$ cat src/rtl/tiny_control_unit_if.sv
// Instruction/data memory handshake bundle for tiny_control_unit.
// master = control unit side, slave = memory side.
interface tiny_control_unit_if #(
    parameter int PC_BITS = 8
);
    logic [PC_BITS-1:0] imem_addr;
    logic               imem_req;
    logic               imem_ack;
    logic [15:0]        imem_data;
    logic               dmem_req;
    logic               dmem_we;
    logic               dmem_ack;

    modport master (
        output imem_addr, imem_req, dmem_req, dmem_we,
        input  imem_ack, imem_data, dmem_ack
    );

    modport slave (
        input  imem_addr, imem_req, dmem_req, dmem_we,
        output imem_ack, imem_data, dmem_ack
    );
endinterface

$ cat src/rtl/tiny_control_unit.sv
// Sequencer/decoder for the 16-bit TinyCPU datapath: fetch, decode, branches and memory handshakes.
// Optional illegal-opcode trap is enabled by defining TINY_CU_ILLEGAL_TRAP_EN.
module tiny_control_unit #(
    parameter int         BITS    = 16,
    parameter int         PC_BITS = 8,
    parameter logic [3:0] G_ADD   = 4'b0010,
    parameter logic [3:0] G_PASSA = 4'b0000
) (
    input  logic                clk,
    input  logic                rst_n,
    input  logic                run,
    tiny_control_unit_if.master memBus,
    output logic                LoadEnable,
    output logic [1:0]          ASelect,
    output logic [1:0]          BSelect,
    output logic [1:0]          DestinationSelect,
    output logic [BITS-1:0]     ConstantIn,
    output logic                MBSelect,
    output logic                MDSelect,
    output logic                MFSelect,
    output logic [3:0]          GSelect,
    output logic [1:0]          HSelect,
    input  logic                statZ,
    input  logic                statN,
    input  logic [BITS-1:0]     jump_target,
    output logic                halted,
    output logic                illegal
);

    typedef enum logic [2:0] {IDLE, FETCH, EXEC, MEM, HALT} cuState_e;

    localparam logic [3:0] OP_ALU   = 4'd1;
    localparam logic [3:0] OP_ADDI  = 4'd2;
    localparam logic [3:0] OP_SHIFT = 4'd3;
    localparam logic [3:0] OP_LD    = 4'd4;
    localparam logic [3:0] OP_ST    = 4'd5;
    localparam logic [3:0] OP_LDI   = 4'd6;
    localparam logic [3:0] OP_BZ    = 4'd7;
    localparam logic [3:0] OP_BN    = 4'd8;
    localparam logic [3:0] OP_JMP   = 4'd9;
    localparam logic [3:0] OP_HALT  = 4'd15;

    localparam logic [PC_BITS-1:0] PC_STEP = PC_BITS'(1);

    cuState_e           state;
    logic [PC_BITS-1:0] pc;
    logic [15:0]        ir;
    logic               imemReq;
    logic               dmemReq;
    logic               dmemWe;
    logic               haltedReg;

    logic [3:0]         opcode;
    logic [5:0]         imm6;
    logic [PC_BITS-1:0] branchOffset;
    logic               branchTaken;
    logic               writesInExec;
    logic               unusedJumpBits;

    assign opcode       = ir[15:12];
    assign imm6         = ir[5:0];
    assign branchOffset = {{(PC_BITS-6){imm6[5]}}, imm6};
    assign branchTaken  = ((opcode == OP_BZ) && statZ) || ((opcode == OP_BN) && statN);
    assign writesInExec = (opcode == OP_ALU) || (opcode == OP_ADDI) ||
                          (opcode == OP_SHIFT) || (opcode == OP_LDI);

    // Only the low PC_BITS of AddressOut form a jump target.
    assign unusedJumpBits = ^jump_target[BITS-1:PC_BITS];

`ifdef TINY_CU_ILLEGAL_TRAP_EN
    logic illegalReg;
    logic isIllegal;
    assign isIllegal = (opcode >= 4'd10) && (opcode <= 4'd14);
    assign illegal   = illegalReg;
`else
    assign illegal = 1'b0;
`endif

    always_ff @(posedge clk or negedge rst_n) begin
        if (!rst_n) begin
            state      <= IDLE;
            pc         <= '0;
            ir         <= '0;
            imemReq    <= 1'b0;
            dmemReq    <= 1'b0;
            dmemWe     <= 1'b0;
            haltedReg  <= 1'b0;
`ifdef TINY_CU_ILLEGAL_TRAP_EN
            illegalReg <= 1'b0;
`endif
        end else begin
            case (state)
                IDLE: begin
                    if (run) begin
                        state   <= FETCH;
                        imemReq <= 1'b1;
                    end
                end
                FETCH: begin
                    if (memBus.imem_ack) begin
                        ir      <= memBus.imem_data;
                        pc      <= pc + PC_STEP;
                        imemReq <= 1'b0;
                        state   <= EXEC;
                    end
                end
                EXEC: begin
                    // Most opcodes return straight to fetch; the cases below override that.
                    state   <= FETCH;
                    imemReq <= 1'b1;
                    case (opcode)
                        OP_LD, OP_ST: begin
                            state   <= MEM;
                            imemReq <= 1'b0;
                            dmemReq <= 1'b1;
                            dmemWe  <= (opcode == OP_ST);
                        end
                        OP_BZ, OP_BN: begin
                            if (branchTaken) pc <= pc + branchOffset;
                        end
                        OP_JMP: pc <= jump_target[PC_BITS-1:0];
                        OP_HALT: begin
                            state     <= HALT;
                            imemReq   <= 1'b0;
                            haltedReg <= 1'b1;
                        end
`ifdef TINY_CU_ILLEGAL_TRAP_EN
                        default: begin
                            if (isIllegal) begin
                                state      <= HALT;
                                imemReq    <= 1'b0;
                                haltedReg  <= 1'b1;
                                illegalReg <= 1'b1;
                            end
                        end
`else
                        default: ;
`endif
                    endcase
                end
                MEM: begin
                    if (memBus.dmem_ack) begin
                        state   <= FETCH;
                        dmemReq <= 1'b0;
                        dmemWe  <= 1'b0;
                        imemReq <= 1'b1;
                    end
                end
                HALT: ;
                default: begin
                    state   <= IDLE;
                    imemReq <= 1'b0;
                    dmemReq <= 1'b0;
                    dmemWe  <= 1'b0;
                end
            endcase
        end
    end

    // Mux/function selects are only driven while an instruction is in flight.
    always_comb begin
        GSelect  = '0;
        HSelect  = '0;
        MBSelect = 1'b0;
        MDSelect = 1'b0;
        MFSelect = 1'b0;
        if ((state == EXEC) || (state == MEM)) begin
            case (opcode)
                OP_ALU:   GSelect = imm6[3:0];
                OP_ADDI: begin
                    GSelect  = G_ADD;
                    MBSelect = 1'b1;
                end
                OP_SHIFT: begin
                    MFSelect = 1'b1;
                    HSelect  = imm6[1:0];
                end
                OP_LD:    MDSelect = 1'b1;
                OP_LDI: begin
                    MFSelect = 1'b1;
                    MBSelect = 1'b1;
                end
                OP_BZ, OP_BN: GSelect = G_PASSA;
                default: ;
            endcase
        end
    end

    // A load writes back only in the ack cycle, so the write-enable follows dmem_ack directly.
    assign LoadEnable = ((state == EXEC) && writesInExec) ||
                        ((state == MEM) && (opcode == OP_LD) && memBus.dmem_ack);

    assign ASelect           = ir[9:8];
    assign BSelect           = ir[7:6];
    assign DestinationSelect = ir[11:10];
    assign ConstantIn        = {{(BITS-6){imm6[5]}}, imm6};

    assign memBus.imem_addr = pc;
    assign memBus.imem_req  = imemReq;
    assign memBus.dmem_req  = dmemReq;
    assign memBus.dmem_we   = dmemWe;
    assign halted           = haltedReg;

endmodule
$ cat src/flat_wrapper.sv
// flat-port wrapper written by rule: the top's interface ports become plain ports
module tiny_control_unit_flat 
#(
    parameter int         BITS    = 16,
    parameter int         PC_BITS = 8,
    parameter logic [3:0] G_ADD   = 4'b0010,
    parameter logic [3:0] G_PASSA = 4'b0000
)
  (clk, rst_n, run, LoadEnable, ASelect, BSelect, DestinationSelect, ConstantIn, MBSelect, MDSelect, MFSelect, GSelect, HSelect, statZ, statN, jump_target, halted, illegal, memBus_imem_addr, memBus_imem_req, memBus_dmem_req, memBus_dmem_we, memBus_imem_ack, memBus_imem_data, memBus_dmem_ack);
  tiny_control_unit_if #(.PC_BITS(PC_BITS)) memBus_i ();
  input  logic clk;
  input  logic rst_n;
  input  logic run;
  output logic LoadEnable;
  output logic [1:0] ASelect;
  output logic [1:0] BSelect;
  output logic [1:0] DestinationSelect;
  output logic [BITS-1:0] ConstantIn;
  output logic MBSelect;
  output logic MDSelect;
  output logic MFSelect;
  output logic [3:0] GSelect;
  output logic [1:0] HSelect;
  input  logic statZ;
  input  logic statN;
  input  logic [BITS-1:0] jump_target;
  output logic halted;
  output logic illegal;
  output wire logic [$bits(memBus_i.imem_addr)-1:0] memBus_imem_addr;
  output wire logic [$bits(memBus_i.imem_req)-1:0] memBus_imem_req;
  output wire logic [$bits(memBus_i.dmem_req)-1:0] memBus_dmem_req;
  output wire logic [$bits(memBus_i.dmem_we)-1:0] memBus_dmem_we;
  input wire logic [$bits(memBus_i.imem_ack)-1:0] memBus_imem_ack;
  input wire logic [$bits(memBus_i.imem_data)-1:0] memBus_imem_data;
  input wire logic [$bits(memBus_i.dmem_ack)-1:0] memBus_dmem_ack;
  assign memBus_imem_addr = memBus_i.imem_addr;
  assign memBus_imem_req = memBus_i.imem_req;
  assign memBus_dmem_req = memBus_i.dmem_req;
  assign memBus_dmem_we = memBus_i.dmem_we;
  assign memBus_i.imem_ack = memBus_imem_ack;
  assign memBus_i.imem_data = memBus_imem_data;
  assign memBus_i.dmem_ack = memBus_dmem_ack;
  tiny_control_unit #(.BITS(BITS), .PC_BITS(PC_BITS), .G_ADD(G_ADD), .G_PASSA(G_PASSA)) u_core (.clk(clk), .rst_n(rst_n), .run(run), .memBus(memBus_i), .LoadEnable(LoadEnable), .ASelect(ASelect), .BSelect(BSelect), .DestinationSelect(DestinationSelect), .ConstantIn(ConstantIn), .MBSelect(MBSelect), .MDSelect(MDSelect), .MFSelect(MFSelect), .GSelect(GSelect), .HSelect(HSelect), .statZ(statZ), .statN(statN), .jump_target(jump_target), .halted(halted), .illegal(illegal));
endmodule
$ cat config.mk
export PLATFORM = sky130hd
export DESIGN_NAME = tiny_control_unit_flat
export DESIGN_NICKNAME = d
export VERILOG_FILES = /design/src/rtl/tiny_control_unit_if.sv /design/src/rtl/tiny_control_unit.sv /design/src/flat_wrapper.sv
export SDC_FILE = /design/constraint.sdc
export NUM_CORES = 1
export LEC_CHECK = 0
export ABC_AREA = 1
export BUFFER_PORTS_ARGS = -buffer_cell sky130_fd_sc_hd__buf_2
export CORE_MARGIN = 2
export CORE_UTILIZATION = 50
export DETAILED_ROUTE_END_ITERATION = 8
export GPL_TIMING_DRIVEN = 0
export HOLD_SLACK_MARGIN = 0.06
export PLACE_DENSITY = 0.83
export SYNTH_ARGS = -nofsm -noshare
export SYNTH_HDL_FRONTEND = slang
export SYNTH_SLANG_ARGS = --single-unit
$ cat constraint.sdc
create_clock -name clk -period 2.5 [get_ports clk]
set_input_delay 0.5 -clock clk [delete_from_list [all_inputs] [get_ports clk]]
set_output_delay 0.5 -clock clk [all_outputs]
set_load 0.02 [all_outputs]
; Word-level counts from Yosys, hierarchy flattened
; Index checks and enable logic that the tools add are counted.
; W data, S select, Z words.
[classes]
n_addsub = 2
mul = 0
div_mod_pow = 0
magnitude_cmp = 0
eq_ne = 20
n_shift = 0
mux = 29
n_bitwise = 2
reduce_logical = 24
[op_table]
columns = operator, count
row1 = $pmux W8 S2, 2
row2 = $eq A4 B3 Y1 const B, 4
row3 = $mux W8, 2
row4 = $pmux W3 S5, 1
row5 = $mux W1, 13
row6 = $eq A4 B4 Y1 const B, 3
row7 = $mux W3, 3
row8 = $add A8 B1 Y8 const B, 1
row9 = $add A8 B8 Y8, 1
row10 = $eq A4 B2 Y1 const B, 2
row11 = $ne A2 B2 Y1 const B, 4
row12 = $pmux W4 S2, 1
row13 = $reduce_and A4 Y1, 2
row14 = $reduce_or A2 Y1, 4
row15 = $eq A3 B2 Y1 const B, 2
row16 = $logic_or A1 B1 Y1, 6
row17 = $pmux W1 S3, 2
row18 = $pmux W3 S2, 1
row19 = $reduce_or A3 Y1, 2
row20 = $logic_and A1 B1 Y1, 5
row21 = $pmux W1 S5, 1
row22 = $eq A4 B1 Y1 const B, 1
row23 = $mux W2, 2
row24 = $mux W4, 1
row25 = other kinds (9), 11
[word_totals]
reg_bits = 31
latch_bits = 0
mem_bits_rw = 0
rom_bits = 0
in_bits = 39
out_inout_bits = 45
word_cells = 84
mem_count = 0

; Depth between registers and ports, before layout
; Gate-level depths: netlist of run 1.
[depth]
word_depth = 6
depth_mapped = 12

; Worst setup path after synthesis of run 1
; OpenSTA, ideal clock, no wires.
[synth_path]
kind = register -> output
from = register u_core.state[2]
to = output port LoadEnable
arrival_ns = 1.421
required_ns = 2.000
setup_slack_ns = 0.579
path_stages_with_launch = 6
n_path_buf = 1
path_cell_list = dfrtp_1 > inv_2 > nand2_2 > clkbuf_1 > nor2_1 > a32o_1
[synth_via]
elab_chain_len = 4
elab_cells_between_ends = 6
[synth_lines]
columns = element, line_no
row1 = start: declaration, tiny_control_unit.sv:45  ; cuState_e state;
row2 = start signal: assignment, tiny_control_unit.sv:81  ; state <= IDLE;
row3 = start signal: assignment, tiny_control_unit.sv:95  ; state <= FETCH;
row4 = start signal: assignment, tiny_control_unit.sv:104  ; state <= EXEC;
row5 = $eq A3 B2 Y1, tiny_control_unit.sv:191  ; ((state == MEM) && (opcode == OP_LD) && memBus.dmem_ack);
row6 = $logic_and A1 B1 Y1 (2 in a row), tiny_control_unit.sv:191
row7 = $logic_or A1 B1 Y1 (*), tiny_control_unit.sv:190  ; assign LoadEnable = ((state == EXEC) && writesInExec) ||
row8 = end: declaration, flat_wrapper.sv:14  ; output logic LoadEnable;
; Every way passes the cells marked *; elsewhere a longest branch is shown, timed or not.

; Final worst setup path of run 1
; Same ends and word-level chain as after synthesis.

==> insert_results.sql, run 1 <==
INSERT INTO impl_metrics (metric_group, metric, value, unit) VALUES
('run_status', 'status', 'finished clean', ''),
('die', 'chipHeight', '71.9', 'um'),
('global_route', 'number_of_antenna_violations_at_the_first_check_in_global_routing', '0', ''),
('clock_tree', 'cts_hold_buffers', '0', ''),
('synth', 'synth_edf_count', '0', ''),
('final_layout', 'area_growth_syn_to_layout', '24.0', '%'),
('route', 'detail_route.wl_per_cell', '12.6', 'um'),
('synth', 'leading_register_cell_type_out_of_synthesis', 'dfrtp_1', ''),
('route', 'antenna_violating_nets_post_route', '0', ''),
('global_route', 'grt_max_degree', '32', ''),
('synth', 'synth_commonest_cells', 'nand2_1, nor2_1, dfrtp_1', ''),
('clock_tree', 'cts_buffers', '5', ''),
('final_layout', 'layout-drive-gt1-share', '35.7', '%'),
('sta', 'setup_viol_count_final', '0', ''),
('worst_setup_path', 'setup.worst_path.start_class', 'flip-flop', ''),
('clock_tree', 'cts_resized', '0', ''),
('sta', 'hold_viol_final', '0', ''),
('sta', 'grt_setup_unrepaired', 'false', ''),
('sta', 'achievable-frequency', '0.442', 'GHz'),
('worst_setup_path', 'cp.arrival', '1.76', 'ns'),
('worst_setup_path', 'criticalPathCategory', 'flip-flop to output port', ''),
('clock_tree', 'cts_num_sinks', '31', ''),
('sta', 'final-max-slew-violation-count', '0', ''),
('final_layout', 'fin_area', '0.00286', 'mm^2'),
('route', 'drc', '0', ''),
('power_and_ir_drop', 'max-vdd-ir-drop', '0.778', 'mV'),
('worst_hold_path', 'min_path_type', 'primary input to async pin', ''),
('synth', 'netlist.top_cell.by_area', 'dfrtp_1', ''),
('worst_setup_path', 'slowest_delay', '0.42', 'ns'),
('die', 'starting_density_of_the_core', '52.5', '%'),
('power_and_ir_drop', 'power-per-cell-area', '1520', 'mW/mm^2'),
('synth', 'ys_types', '34', ''),
('final_layout', 'n_antenna_cell', '0', ''),
('sta', 'skew', '0.00565', 'ns'),
('final_layout', 'seq_area', '776', 'um^2'),
('synth', 'ys_ff_latch', '31', ''),
('synth', 'synth_most_common_cell', 'nand2_1', ''),
('placement', 'post_dp_area', '0.00274', 'mm^2'),
('sta', 'slew_margin_rel', '52.9', '%'),
('final_layout', 'layout.nets', '445', ''),
('global_route', 'grt_first_pass_wirelength', '9.39', 'mm'),
('die', 'die_outline_area', '0.00517', 'mm^2'),
('synth', 'avg_cell_area_syn', '7.29', 'um^2'),
('route', 'vias_per_cell', '5.10', ''),
('synth', 'syn-num-nets', '364', ''),
('final_layout', 'multi_input_area', '0.00119', 'mm^2'),
('worst_setup_path', 'cp_max_fo', '10', ''),
('synth', 'asyncSetResetFlopFracSynth', '100', '%'),
('final_layout', 'n_fill_cell', '389', ''),
('clock_tree', 'clkSlewWorstSetupHoldPaths', '0.07', 'ns'),
('route', 'routed_wirelength', '5.69', 'mm'),
('sta', 'max_slew.worst_pin.slew', '0.706', 'ns'),
('route', 'dr_total_vias', '2295', ''),
('clock_tree', 'cts.root.buffer_cell', 'clkbuf_8', ''),
('sta', 'post-route-min-period', '2.26', 'ns'),
('synth', 'ys_seq_area_share', '33.7', '%'),
('sta', 'post-route-period-util', '90.6', '%'),
('worst_setup_path', 'critPathSlowestCell', 'dfrtp_1', ''),
('synth', 'syn_inst', '316', ''),
('route', 'drt_pass1_iterations', '4', ''),
('clock_tree', 'htree_depth', '2', ''),
('final_layout', 'fin_util', '65.2', '%'),
('power_and_ir_drop', 'p_leak', '1.58', 'nW'),
('die', 'num_io_pins', '84', ''),
('die', 'die_w', '71.9', 'um'),
('synth', 'synth_top_cell_area_share', '33.7', '%'),
('synth', 'yosys_warnings', '0', ''),
('global_route', 'via_count_of_the_first_global_routing_pass', '2057', ''),
('clock_tree', 'cts_buffer_depth', '2', ''),
('worst_setup_path', 'r2r_slack', '0.63', 'ns'),
('clock_tree', 'latest_clock_arrival_within_the_worst_skew_pair', '0.28', 'ns');
routing by layer:
layer / up-vias / GRT usage (%) / routed length [um]
met4: 0 / 6.92 / 79
met3: 8 / 4.92 / 349
li1: 1154 / - / -
met2: 71 / 36.3 / 2730
met1: 1062 / 31.9 / 2530
met5: - / 0 / 0
kinds of logic after synthesis:
group | share of synthesized area (%)
simple gates | 29.4
fa+ha+maj | 5.21
other cells | 0.163
xor+xnor | 1.14
flops | 33.7
mux | 4.89
compound gates | 10.8
buf+inv | 14.8
report_power, final:
part | internal [mW] | switching, mW | leakage [nW]
sequential | 0.737 | 0.300 | 0.364
clock | 0.322 | 0.194 | 0.0612
combinational | 1.15 | 1.63 | 1.16
cell type report:
class | count | area share (%)
timing repair buffer | 74 | 13.0
clock buffer | 6 | 2.89
multi-input combinational | 220 | 41.6
buffer | 28 | 7.05
inverter | 37 | 4.86
sequential | 31 | 27.2
clock inverter | 2 | 1.23
tap | 52 | 2.28
sequential cells by signal (all words and copies together), names as in the netlist:
register / cells
u_core.halted: 1
u_core.ir: 16
u_core.memBus.dmem_req: 1
u_core.memBus.dmem_we: 1
u_core.memBus.imem_addr: 8
u_core.memBus.imem_req: 1
u_core.state: 3
critical path, delay by kind of cell, from the launching register on:
kind	cells	cell delay, ns
buffers and inverters	3	0.60
flip-flops	1	0.42
AO/OA/AOI/OAI	1	0.24
AND/OR/NAND/NOR	2	0.22
path summary, 6_finish.rpt:
kind,start,end,depth (start not counted)
max reg2reg,u_core.memBus.imem_addr[0],u_core.memBus.imem_addr[4],11
max,u_core.state[2],LoadEnable,6
min,rst_n,u_core.halted,1
min reg2reg,u_core.halted,u_core.halted,2
min in group clk,memBus_imem_data[9],u_core.ir[9],2
max in group asynchronous,rst_n,u_core.ir[5],1
cells in the final DEF, fill, tap and decap left out, drive strengths merged, types with 4 or more instances in the layout:
cell	netlist	final
buf	26	100
nand2	84	84
nor2	40	40
inv	36	36
dfrtp	31	31
a21oi	21	21
nand3	19	19
o21ai	17	17
mux2	10	10
ha	8	8
clkbuf	2	8
nor3	4	4
per-stage QoR:
| stage | worst slack [ns] | power (mW) | std cells |
|---|---|---|---|
| floorplan | 0.579 | 3.13 | 316 |
| global placement | 0.602 | 3.72 | 442 |
| detailed placement | 0.566 | 3.80 | 442 |
| CTS | 0.272 | 4.34 | 450 |
| global route | 0.0848 | 4.75 | 450 |
| finish | 0.235 | 4.34 | 450 |
No activity file was read; power rests on OpenSTA's default activity.
==> inputs of run 2 (changes only) <==
--- a/config.mk
+++ b/config.mk
@@ -13,6 +13,7 @@
 export GPL_TIMING_DRIVEN = 0
 export HOLD_SLACK_MARGIN = 0.06
 export PLACE_DENSITY = 0.83
+export REMOVE_ABC_BUFFERS = 1
 export SYNTH_ARGS = -nofsm -noshare
 export SYNTH_HDL_FRONTEND = slang
 export SYNTH_SLANG_ARGS = --single-unit
==> run 2 against run 1 <==
Against the previous run: non-clock buffer count shrank 28; clock power shrank 17%; critical path type is now flip-flop to flip-flop; register-to-register slack worse by 0.36 ns; die area stayed put; fmax is 1.6% higher; worst hold slack improved by 0.0013 ns; power decreased by 9.3%; sequential power about the same; combinational power fell by 11%.
==> insert_results.sql, run 2 (synthesis gave the netlist of run 1 again) <==
INSERT INTO impl_metrics (metric_group, metric, value, unit) VALUES
('die', 'core.rowCount', '24', ''),
('power_and_ir_drop', 'total_switching_power', '2.04', 'mW'),
('power_and_ir_drop', 'sequentialPowerShare', '26.0', '%'),
('final_layout', 'regMostFlops', 'u_core.ir', ''),
('sta', 'post-route-period-util', '89.2', '%'),
('sta', 'final-max-slew-violation-count', '0', ''),
('power_and_ir_drop', 'internal_power', '1.90', 'mW'),
('global_route', 'grt_first_pass_wirelength', '8.71', 'mm'),
('placement', 'place_hpwl', '4.09', 'mm'),
('route', 'dr_total_vias', '2186', ''),
('sta', 'setup_viol_count_final', '0', ''),
('sta', 'slew_margin_rel', '37.2', '%'),
('clock_tree', 'htree_depth', '2', ''),
('clock_tree', 'post-cts-setup-buffers', '0', ''),
('placement', 'io_buffer_count', '74', ''),
('sta', 'achievable-frequency', '0.448', 'GHz'),
('power_and_ir_drop', 'power-per-cell-area', '1490', 'mW/mm^2'),
('power_and_ir_drop', 'p_leak', '1.45', 'nW'),
('run_status', 'status', 'finished clean', ''),
('flow_run', 'drv.max_cap_violation_count', '0', ''),
('die', 'num_io_pins', '84', ''),
('worst_setup_path', 'criticalPathCategory', 'flip-flop to flip-flop', ''),
('clock_tree', 'tritoncts', 'built', ''),
('power_and_ir_drop', 'post-layout-total-power', '3.93', 'mW'),
('global_route', 'grt_remaining_overflow', '0', ''),
('route', 'drt_pass1_iterations', '4', ''),
('power_and_ir_drop', 'share_clk_of_total_power', '11.0', '%'),
('power_and_ir_drop', 'switching_share', '51.8', '%'),
('clock_tree', 'cts_buffers', '5', ''),
('worst_setup_path', 'cp.required', '2.71', 'ns'),
('worst_setup_path', 'crit_path_cell_trace', 'nor2_1 -> nand3_1 -> nand2_1 -> inv_2 -> nor2_4 -> nand2_4 -> inv_2 -> nand2_1 -> o21ai_1', ''),
('worst_setup_path', 'timing.critical_path.to_type', 'flip-flop', ''),
('worst_setup_path', 'cp.arrival', '2.44', 'ns'),
('route', 'detail_route.wl_per_cell', '12.4', 'um'),
('route', 'routed_wirelength', '5.25', 'mm'),
('clock_tree', 'cts.root.buffer_cell', 'clkbuf_8', ''),
('route', 'detailedRoute.firstIterationViolations', '71', ''),
('worst_setup_path', 'critPathSlowestCell', 'nand3_1', ''),
('clock_tree', 'clkSlewWorstSetupHoldPaths', '0.06', 'ns'),
('final_layout', 'layout.nets', '417', ''),
('clock_tree', 'cts_hold_buffers', '0', ''),
('sta', 'post-route-min-period', '2.23', 'ns'),
('sta', 'skew', '0.00321', 'ns'),
('route', 'vias_per_cell', '5.18', ''),
('die', 'die_w', '71.9', 'um'),
('final_layout', 'fin_area', '0.00264', 'mm^2'),
('worst_setup_path', 'critical_path_buf_inv_count', '2', ''),
('final_layout', 'n_fill_cell', '403', ''),
('worst_setup_path', 'path_delay_family', 'simple AND/OR/NAND/NOR gates', ''),
('route', 'drc', '0', ''),
('worst_hold_path', 'min_path_type', 'primary input to async pin', ''),
('final_layout', 'number_of_flip_flops_in_the_largest_register', '16', ''),
('worst_setup_path', 'cp_max_fo', '23', ''),
('final_layout', 'final_cell_mix', 'nand2_1, buf_2, nor2_1', ''),
('final_layout', 'area_growth_syn_to_layout', '14.5', '%'),
('placement', 'place_congestion', '0.900', ''),
('power_and_ir_drop', 'power_frac_comb', '63.1', '%'),
('final_layout', 'mostFrequentLayoutCell', 'nand2_1', ''),
('global_route', 'global_route.usage.total', '21.5', '%'),
('sta', 'hold_viol_final', '0', ''),
('final_layout', 'layout-drive-gt1-share', '31.1', '%'),
('worst_setup_path', 'slowest_delay', '0.66', 'ns'),
('clock_tree', 'latest_clock_arrival_within_the_worst_skew_pair', '0.28', 'ns'),
('final_layout', 'n_antenna_cell', '0', ''),
('sta', 'grt_setup_unrepaired', 'false', ''),
('global_route', 'number_of_antenna_violations_at_the_first_check_in_global_routing', '0', ''),
('die', 'starting_density_of_the_core', '52.5', '%'),
('die', 'chipHeight', '71.9', 'um'),
('clock_tree', 'cts_buffer_depth', '2', ''),
('clock_tree', 'cts_num_sinks', '31', ''),
('placement', 'post_dp_area', '0.00254', 'mm^2'),
('sta', 'timing.setup.tns', '0', 'ns'),
('clock_tree', 'cts_resized', '0', ''),
('power_and_ir_drop', 'max-vdd-ir-drop', '0.855', 'mV'),
('global_route', 'via_count_of_the_first_global_routing_pass', '2063', ''),
('die', 'die_outline_area', '0.00517', 'mm^2'),
('global_route', 'grt_max_degree', '32', ''),
('worst_setup_path', 'setup.worst_path.start_class', 'flip-flop', ''),
('route', 'antenna_violating_nets_post_route', '0', ''),
('sta', 'max_slew.worst_pin.slew', '0.940', 'ns'),
('die', 'placeableCoreArea', '0.00438', 'mm^2');
run 2: final timing paths:
| check | from | end | slack [ns] | cells past startpoint |
|---|---|---|---|---|
| min in group clk | memBus_imem_data[11] | u_core.ir[11] | 0.45 | 2 |
| worst min register to register | u_core.halted | u_core.halted | 0.47 | 2 |
| worst max-delay path | u_core.state[2] | u_core.memBus.imem_addr[0] | 0.27 | 9 |
| max in group asynchronous | rst_n | u_core.ir[0] | 1.79 | 1 |
| worst max register to register | u_core.state[2] | u_core.memBus.imem_addr[0] | 0.27 | 9 |
| worst min-delay path | rst_n | u_core.memBus.imem_req | 0.26 | 1 |
run 2: power by group through the flow:
stage          Combinational (mW)  Clock [mW]  Sequential [mW]
6_report                     2.48       0.431             1.02
5_1_grt                      2.79       0.464             1.06
4_1_cts                      2.49       0.441             1.02
3_5_place_dp                 2.48           0             1.03
3_3_place_gp                 2.40           0             1.02
2_1_floorplan                1.52           0             1.31
run 2: worst register-to-register path: cells and delay by family (launching register included):
family,cells,cell delay [ns]
buffers and inverters,2,0.25
AOI/OAI and AO/OA,1,0.09
and+or+nand+nor,6,1.41
DFF,1,0.42
run 2: area by class of cell:
type | count | area (um^2) | area share [%]
Clock buffer | 8 | 100 | 3.80
Inverter | 37 | 139 | 5.27
Multi-Input combinational cell | 220 | 1190 | 45.0
Sequential cell | 31 | 776 | 29.4
Tap cell | 52 | 65.1 | 2.47
Timing Repair Buffer | 74 | 370 | 14.0
run 2: routing by layer:
metal	vias up	GRT usage (%)	routed length, um
met2	81	38.6	2570
met4	0	7.97	81
met5	-	0	0
li1	1096	-	-
met1	1001	25.4	2270
met3	8	3.94	337
run 2: per-stage QoR:
stage               utilization (%)  worst slack, ns  hold WS (ns)  cells
floorplan                         -           -0.368         0.204    288
global placement               57.9            0.286         0.447    414
detailed placement             57.9            0.238         0.455    414
CTS                            60.2            0.236         0.283    422
global route                   60.2           0.0108         0.313    422
finish                         60.2            0.270         0.262    422
